## config.mk

```make
export PLATFORM = sky130hd
export DESIGN_NAME = maria_regfile_gen2
export DESIGN_NICKNAME = d
export VERILOG_FILES = /design/src/rtl/maria_regfile_gen2.sv
export SDC_FILE = /design/constraint.sdc
export NUM_CORES = 1
export LEC_CHECK = 0
export ABC_AREA = 1
export ABC_CLOCK_PERIOD_IN_PS = 12700
export BUFFER_PORTS_ARGS = -buffer_cell sky130_fd_sc_hd__buf_2
export CORE_MARGIN = 5
export CORE_UTILIZATION = 45
export CTS_BUF_LIST = sky130_fd_sc_hd__clkbuf_8
export DETAILED_ROUTE_END_ITERATION = 10
export PLACE_DENSITY_LB_ADDON = 0.2
export SYNTH_ARGS = -nofsm -noshare
export SYNTH_HDL_FRONTEND = slang
export SYNTH_SLANG_ARGS = --single-unit
```

## constraint.sdc

```tcl
create_clock -name sysclock -period 12.7 [get_ports sysclock]
set_input_delay 2.54 -clock sysclock [delete_from_list [all_inputs] [get_ports sysclock]]
set_output_delay 2.54 -clock sysclock [all_outputs]
set_load 0.005 [all_outputs]
```

## src/rtl/maria_regfile_gen2.sv

```systemverilog
// MARIA register bank, second generation: palette decode, line-latched control,
// frame-committed DLL pointer with DMA handshake and the WSYNC ready state machine.
module maria_regfile_gen2 #(
  parameter int         NUM_PALETTES  = 8,
  parameter logic [7:0] BASE_ADDR     = 8'h20,
  parameter logic [7:0] OPEN_BUS      = 8'hBE,
  parameter bit         LATCH_AT_LINE = 1'b1
) (
  input  logic                         sysclock,
  input  logic                         reset,
  input  logic                         pclk0,
  input  logic                         sel,
  input  logic [7:0]                   addr,
  input  logic                         we_b,
  input  logic [7:0]                   db_in,
  output logic [7:0]                   db_out,
  input  logic [7:0]                   status_read,
  input  logic                         line_start,
  input  logic                         frame_start,
  output logic                         ready,
  output logic [7:0]                   bg_color,
  output logic [NUM_PALETTES*24-1:0]   palettes,
  output logic [7:0]                   char_base,
  output logic [7:0]                   ctrl,
  output logic [15:0]                  zp,
  output logic                         zp_valid,
  input  logic                         zp_ack
);

  localparam logic [7:0] SPAN_LIM = 8'(4 * NUM_PALETTES);

  typedef enum logic {ST_RUN, ST_WAIT} wsync_state_e;

  logic [7:0] w_off;
  logic       w_in_range;
  logic       w_wr;
  logic       w_rd;
  logic [5:0] w_slot;
  logic [1:0] w_entry;
  logic       w_wr_special;
  logic       w_wr_bg;
  logic       w_wr_wsync;
  logic       w_wr_zph;
  logic       w_wr_zpl;
  logic       w_wr_cbase;
  logic       w_wr_ctrl;

  assign w_off        = addr - BASE_ADDR;
  assign w_in_range   = (w_off < SPAN_LIM);
  assign w_wr         = sel & ~we_b & pclk0 & w_in_range;
  assign w_rd         = sel & we_b & pclk0;
  assign w_slot       = w_off[7:2];
  assign w_entry      = w_off[1:0];
  assign w_wr_special = w_wr & (w_entry == 2'd0);
  assign w_wr_bg      = w_wr_special & (w_slot == 6'd0);
  assign w_wr_wsync   = w_wr_special & (w_slot == 6'd1);
  assign w_wr_zph     = w_wr_special & (w_slot == 6'd3);
  assign w_wr_zpl     = w_wr_special & (w_slot == 6'd4);
  assign w_wr_cbase   = w_wr_special & (w_slot == 6'd5);
  assign w_wr_ctrl    = w_wr_special & (w_slot == 6'd7);

  // Colour storage: entry e (0..2) of palette p maps to offset 4p+e+1.
  logic [7:0] r_col [NUM_PALETTES][3];

  // NOTE: the colour array is a bank of flops, not a RAM, so it is safe (and required) to reset it.
  always_ff @(posedge sysclock or posedge reset) begin
    if (reset) begin
      for (int p = 0; p < NUM_PALETTES; p++)
        for (int e = 0; e < 3; e++)
          r_col[p][e] <= '0;
    end else if (w_wr && w_entry != 2'd0) begin
      for (int p = 0; p < NUM_PALETTES; p++)
        for (int e = 0; e < 3; e++)
          if (w_slot == 6'(p) && w_entry == 2'(e + 1))
            r_col[p][e] <= db_in;
    end
  end

  for (genvar gp = 0; gp < NUM_PALETTES; gp++) begin : g_pal
    for (genvar ge = 0; ge < 3; ge++) begin : g_ent
      assign palettes[(gp*3+ge)*8 +: 8] = r_col[gp][ge];
    end
  end

  logic [7:0] r_bg;
  logic [7:0] r_cbase;

  always_ff @(posedge sysclock or posedge reset) begin
    if (reset) begin
      r_bg    <= '0;
      r_cbase <= '0;
    end else begin
      if (w_wr_bg)    r_bg    <= db_in;
      if (w_wr_cbase) r_cbase <= db_in;
    end
  end

  assign bg_color  = r_bg;
  assign char_base = r_cbase;

  // A write landing on the same edge as line_start wins over the old shadow.
  logic [7:0] r_ctrl;
  logic [7:0] r_shadow;

  always_ff @(posedge sysclock or posedge reset) begin
    if (reset) begin
      r_ctrl   <= 8'h40;
      r_shadow <= 8'h40;
    end else begin
      if (w_wr_ctrl) r_shadow <= db_in;
      if (LATCH_AT_LINE) begin
        if (line_start) r_ctrl <= w_wr_ctrl ? db_in : r_shadow;
      end else if (w_wr_ctrl) begin
        r_ctrl <= db_in;
      end
    end
  end

  assign ctrl = r_ctrl;

  logic [7:0]  r_zph;
  logic [7:0]  r_zpl;
  logic [1:0]  r_pend;
  logic [15:0] r_zp;
  logic        r_zp_valid;
  logic [7:0]  w_zph_nxt;
  logic [7:0]  w_zpl_nxt;
  logic [1:0]  w_pend_nxt;
  logic        w_commit;

  // Staged bytes written on the frame_start edge still make it into that commit.
  assign w_zph_nxt  = w_wr_zph ? db_in : r_zph;
  assign w_zpl_nxt  = w_wr_zpl ? db_in : r_zpl;
  assign w_pend_nxt = r_pend | {w_wr_zph, w_wr_zpl};
  assign w_commit   = frame_start & (&w_pend_nxt);

  always_ff @(posedge sysclock or posedge reset) begin
    if (reset) begin
      r_zph      <= 8'h18;
      r_zpl      <= 8'h20;
      r_pend     <= 2'b00;
      r_zp       <= 16'h1820;
      r_zp_valid <= 1'b0;
    end else begin
      r_zph <= w_zph_nxt;
      r_zpl <= w_zpl_nxt;
      if (w_commit) begin
        r_zp       <= {w_zph_nxt, w_zpl_nxt};
        r_pend     <= 2'b00;
        r_zp_valid <= 1'b1;
      end else begin
        r_pend <= w_pend_nxt;
        if (zp_ack) r_zp_valid <= 1'b0;
      end
    end
  end

  assign zp       = r_zp;
  assign zp_valid = r_zp_valid;

  wsync_state_e r_state;
  logic         r_ready;

  always_ff @(posedge sysclock or posedge reset) begin
    if (reset) begin
      r_state <= ST_RUN;
      r_ready <= 1'b1;
    end else begin
      case (r_state)
        ST_RUN: if (w_wr_wsync) begin
          r_state <= ST_WAIT;
          r_ready <= 1'b0;
        end
        ST_WAIT: if (!w_wr_wsync && line_start) begin
          r_state <= ST_RUN;
          r_ready <= 1'b1;
        end
        default: begin
          r_state <= ST_RUN;
          r_ready <= 1'b1;
        end
      endcase
    end
  end

  assign ready = r_ready;

  logic [7:0] w_rd_data;

  // NOTE: w_rd_data gets a default before any branch so no latch is inferred.
  always_comb begin
    w_rd_data = OPEN_BUS;
    if (w_in_range) begin
      if (w_entry != 2'd0) begin
        for (int p = 0; p < NUM_PALETTES; p++)
          for (int e = 0; e < 3; e++)
            if (w_slot == 6'(p) && w_entry == 2'(e + 1))
              w_rd_data = r_col[p][e];
      end else begin
        case (w_slot)
          6'd0:    w_rd_data = r_bg;
          6'd2:    w_rd_data = status_read;
          6'd3:    w_rd_data = r_zph;
          6'd4:    w_rd_data = r_zpl;
          6'd5:    w_rd_data = r_cbase;
          6'd7:    w_rd_data = r_shadow;
          default: w_rd_data = OPEN_BUS;
        endcase
      end
    end
  end

  logic [7:0] r_db_out;

  always_ff @(posedge sysclock or posedge reset) begin
    if (reset)     r_db_out <= OPEN_BUS;
    else if (w_rd) r_db_out <= w_rd_data;
  end

  assign db_out = r_db_out;

endmodule

```

# == Word-level counts from Yosys, hierarchy flattened ==
# Index checks and enable logic that the tools add are counted.
# totals
ramBits,0
output_inout_bits,242
reg_bits,269
inputBits,32
mem_bits_ro,0
latchBits,0
memories,0
# op_classes
add_sub_neg,1
n_shift,0
order_cmp,1
mux,39
eq_ne,12
n_bitwise,16
reduce_logical,57
div_mod_pow,0
multipliers,0
# ops
operator,n
8-bit 2-to-1 mux,29
2-bit AND reduction,26
8-bit one-hot mux with 6 select lines,1
1-bit logical AND,26
6-bit by 3-bit == test with 1-bit output (second input constant),4
1-bit bitwise AND,13
6-bit by 2-bit == test with 1-bit output (second input constant),2
8-bit by 6-bit less-than comparator with 1-bit output (second input constant),1
8-bit by 6-bit subtractor with 8-bit output (second input constant),1
6-bit by 1-bit == test with 1-bit output (second input constant),1
6-bit zero test,1
1-bit 2-to-1 mux,6
2-bit == test (second input constant),2
1-bit one-hot mux with 2 select lines,2
2-bit nonzero test,2
2-bit by 1-bit == test with 1-bit output (second input constant),1
2-bit zero test,1
2-bit 2-to-1 mux,1
2-bit by 1-bit inequality test with 1-bit output (second input constant),1
2-bit inequality test (second input constant),1
1-bit inverter,2
2-bit OR,1
1-bit zero test,1

# == Longest topological paths before layout ==
# depth
word_depth,29
ltp_mapped,28
ltp_nobuf,27

# == Least setup slack after synthesis ==
# OpenSTA, ideal clock, no wires.
# synth_path
kind,input-to-reg
from,input port addr[5]
to,"register r_db_out[6], in the netlist db_out[6]"
t_arrival_ns,4.557
setup_time_ns,0.117
path_buffers,2
cell_stages,23
setup_slack_ns,8.027
required_ns,12.583
cell_sequence,inv_1 -> ha_1 -> inv_1 -> a21oi_1 -> nand2_2 -> nor2_4 -> nand2_4 -> nor2_2 -> inv_2 -> buf_6 -> nor2_2 -> buf_2 -> nand2_1 -> nand2_1 -> nand4_1 -> nand2_1 -> nand3_1 -> nand2_1 -> nand2_1 -> nand2_1 -> nand2_1 -> nand2_1 -> nand2_1
# synth_via
elab_chain_len,29
elab_cells_between_ends,61
# synth_rtl
item,line,source
start: declaration,13,"input logic [7:0] addr,"
8-bit by 6-bit subtractor with 8-bit output *,48,assign w_off = addr - BASE_ADDR;
6-bit zero test,"197, 200",
1-bit logical AND,197,if (w_slot == 6'(p) && w_entry == 2'(e + 1))
8-bit 2-to-1 mux (24 in series),197,
8-bit 2-to-1 mux,194,if (w_entry != 2'd0) begin
8-bit 2-to-1 mux *,193,if (w_in_range) begin
end signal: assignment,217,else if (w_rd) r_db_out <= w_rd_data;
end: declaration,213,logic [7:0] r_db_out;
# Mark *: on every way between the ends. The rest lies on a longest branch, timed or not.
# A chain may end at the register's enable or synchronous reset.

# == Final worst setup path ==
# layout_path
from,input port addr[5]
to,register r_col (netlist bit palettes[67])
# layout_via
elab_chain_len,5
elab_cells_between_ends,7
# layout_rtl
item,line,source
8-bit by 6-bit subtractor with 8-bit output *,48,
8-bit by 6-bit less-than comparator with 1-bit output,49,assign w_in_range = (w_off < SPAN_LIM);
1-bit bitwise AND,50,assign w_wr = sel & ~we_b & pclk0 & w_in_range;
1-bit logical AND,71,end else if (w_wr && w_entry != 2'd0) begin
2-bit AND reduction (no line) *,n/a,
end signal: indexed assignment,75,r_col[p][e] <= db_in;
end: declaration,63,logic [7:0] r_col [NUM_PALETTES][3];
# Marked as above.

==> impl_metrics.py <==
metrics = {
    "synthesis": {
        "synth_nets": 1579,
        "postSynthCellCount": 1546,
        "synth_edf_count": 0,
        "ys_types": 38,
        "ys_seq_area_share_pct": 54.34,
        "synthArstFlopShare_pct": 100.0,
        "avgSynthCellArea_um2": 8.035,
        "synth_ff_type": "dfrtp_1",
        "yosysWarnings": 0,
        "synth-seq-cells": 269,
        "synthesis.area_mm2": 0.01242,
    },
    "worst_setup_path": {
        "setup.worst_path.start": "addr[5]",
        "critPathLaunchType": "primary input",
        "crit_arrival_ps": 5800,
        "crit_buf_inv": 4,
        "critical_path.cell_chain": "buf_2 > inv_1 > ha_1 > inv_1 > a21oi_1 > nand2_2 > nor2_4 > nand4_1 > nor2_1 > inv_1 > nor2_1 > a21oi_1",
        "cp-end-kind": "register",
        "slowest_delay_ps": 940,
        "reg2reg_from": "palettes[6]",
        "crit_fanout": 22,
        "path_common_cell": "inv_1",
        "r2r-end": "db_out[6]",
        "cp.required_ps": 13080,
        "critPathSlowestCell": "nor2_1",
        "crit_type": "primary input to register",
        "worstSetupEndpoint": "palettes[67]",
        "reg2reg_slack_ps": 10320,
        "crit_family": "simple AND/OR/NAND/NOR gates",
        "cp.depth": 12,
        "reg2reg_depth": 20,
    },
    "clock_tree": {
        "tritoncts": "yes",
        "cts_resized": 0,
        "clock-sinks": 269,
        "clk_path_buf_depth": 3,
        "cts_max_level": 2,
        "clock_latency_ps": 560,
        "cts-root-buf": "clkbuf_8",
        "clkSlewWorstSetupHoldPaths_ps": 60,
        "hold_buffers": 0,
        "cts_buffers": 46,
        "cts_setup_buffers": 0,
    },
    "layout": {
        "final_util_pct": 55.37,
        "final_common_cell": "nand2_1",
        "syn_to_final_growth_pct": 20.81,
        "fin_nets": 1853,
        "stdcell_area_mm2": 0.01501,
        "layout_common_cells": "nand2_1, buf_2, dfrtp_1",
        "antennaDiodeCount": 0,
        "fill_cells": 2624,
        "layout-drive-gt1-share_pct": 22.80,
    },
    "global_routing": {
        "grtUsageTotal_pct": 27.53,
        "top_usage_layer": "met2",
        "antenna_found_initial": 3,
        "grt_first_pass_wirelength_um": 66180,
        "grt_util_met1_pct": 38.58,
        "grt.overflow.total": 0,
        "grt_max_degree": 135,
        "grtUsageMet2_pct": 44.69,
        "grt_pass1_vias": 11274,
        "grt_use_met3_pct": 4.411,
    },
    "power": {
        "power.internal_mw": 1.305,
        "p_leak_nw": 7.900,
        "vdd_drop_max_mv": 0.07123,
        "p_sw_share_pct": 24.65,
        "combPwrFrac_pct": 5.2,
        "clockPowerShare_pct": 44.7,
        "power.density_mw_per_mm2": 115.4,
        "p_sw_uw": 426.9,
        "power_frac_seq_pct": 50.1,
    },
    "placed_design": {
        "gp_congestion": 0.9223,
        "placed_area_mm2": 0.01408,
        "port_buffers": 273,
        "place_hpwl_um": 31080,
        "dp_slack_ps": 6537,
    },
    "route": {
        "dr.first_iter.drc_count": 1195,
        "drt-total-wl_um": 43530,
        "drtAntennaViolNets": 0,
        "via_count": 11605,
        "wl_per_cell_um": 19.54,
        "drc": 0,
        "dr.pass1.iters": 5,
        "viasPerCell": 5.211,
    },
    "die": {
        "fp.dieW_um": 176.1,
        "dieArea_mm2": 0.03103,
        "num_rows": 60,
        "ios": 274,
        "fp.dieH_um": 176.1,
        "core_area_mm2": 0.02710,
        "start_util_pct": 45.84,
    },
    "timing": {
        "hold_violations": 0,
        "period_share_pct": 42.66,
        "setup_tns_ps": 0,
        "slew_headroom_pct": 29.39,
        "skew_ps": 26.58,
        "fin_crit_ps": 5418,
        "setup_slack_ps": 7282,
        "rsz0062_at_grt": "no",
        "worst_slew_pin_slew_ps": 1055,
        "hold_slack_ps": 461.1,
        "finalSetupViolCount": 0,
        "drv_slew": 0,
        "max_freq_mhz": 184.6,
    },
    "run_status": {
        "status": "completed",
    },
    "run": {
        "maxCapViolations": 0,
    },
    "min_path": {
        "hold_class": "register to register",
    },
}
[tightest hold or removal path, stage by stage (launching register included)]
cell	delay [ps]
dfstp_2	360
nand2_1	50
nand2_1	40
[layer usage]
layer,vias up,wire length (um)
met5,-,33
met4,6,1122
met3,90,3484
met2,568,20020
met1,5475,18860
li1,5466,-
[through the flow]
stage | power, mW | instances
4_1_cts | 1.744 | 2227
2_1_floorplan | 0.9292 | 1546
3_3_place_gp | 0.9723 | 2144
3_5_place_dp | 0.9732 | 2144
5_1_grt | 1.793 | 2227
6_report | 1.732 | 2227
[Yosys cell counts (4+ instances only)]
master    count  area, um^2
o22ai_1       8       50.05
o21ai_0     166       830.8
buf_2        18       90.09
dfstp_2      15       394.1
nand2_2       6       37.54
a21oi_1     135       675.7
nand4_1      30       187.7
inv_2        13       48.80
o21ai_1       4       20.02
nor2_1      161       604.3
nor2_4        8       90.09
nand3_1      27       135.1
inv_1       191       716.9
mux2_2        8       90.09
a221oi_1      7       61.31
nor2_2       16       100.1
nand2_1     416        1562
dfrtp_1     254        6356
clkbuf_1     33       123.9
[logic make-up after synthesis]
family | Yosys count | synth area share (%)
simple gates | 677 | 22.80
compound gates | 328 | 13.73
flops | 269 | 54.34
buf+inv | 263 | 8.300
mux | 8 | 0.7253
fa+ha+maj | 1 | 0.1007
[registers in the layout (all words and copies together) (netlist names)]
| signal | flops |
|---|---|
| ready | 1 |
| char_base | 8 |
| zp | 16 |
| palettes | 192 |
| zp_valid | 1 |
| r_pend | 2 |
| r_state | 1 |
| bg_color | 8 |
| r_shadow | 8 |
| r_zpl | 8 |
| ctrl | 8 |
| db_out | 8 |
| r_zph | 8 |
[power groups by stage]
stage          registers (mW)  clock network (mW)  logic (mW)
6_report                0.868               0.773      0.0906
5_1_grt                 0.868               0.827      0.0986
4_1_cts                 0.868               0.786      0.0909
3_5_place_dp            0.883                   0      0.0906
3_3_place_gp            0.883                   0      0.0898
2_1_floorplan           0.882                   0      0.0472
[worst min path at each step]
stage / start / end / cells after the start / slack, ps
6_report: zp[5] / zp[5] / 2 / 460
5_1_grt: zp[8] / zp[8] / 2 / 480
4_1_cts: zp[5] / zp[5] / 2 / 460
3_5_place_dp: zp[3] / zp[3] / 2 / 450
3_3_place_gp: zp[4] / zp[4] / 2 / 450
2_1_floorplan: zp[5] / zp[5] / 2 / 450
[final cells by class]
type                            instances  area, um^2  share of cell area (%)
Sequential cell                       269        6750                   44.98
Clock inverter                         23       98.84                  0.6587
Tap cell                              372       465.4                   3.102
Timing Repair Buffer                  282        1434                   9.555
Multi-Input combinational cell       1014        4646                   30.96
Inverter                              207       787.0                   5.244
Clock buffer                           60       825.8                   5.503
Note: power is estimated with default switching activity, not from simulation.
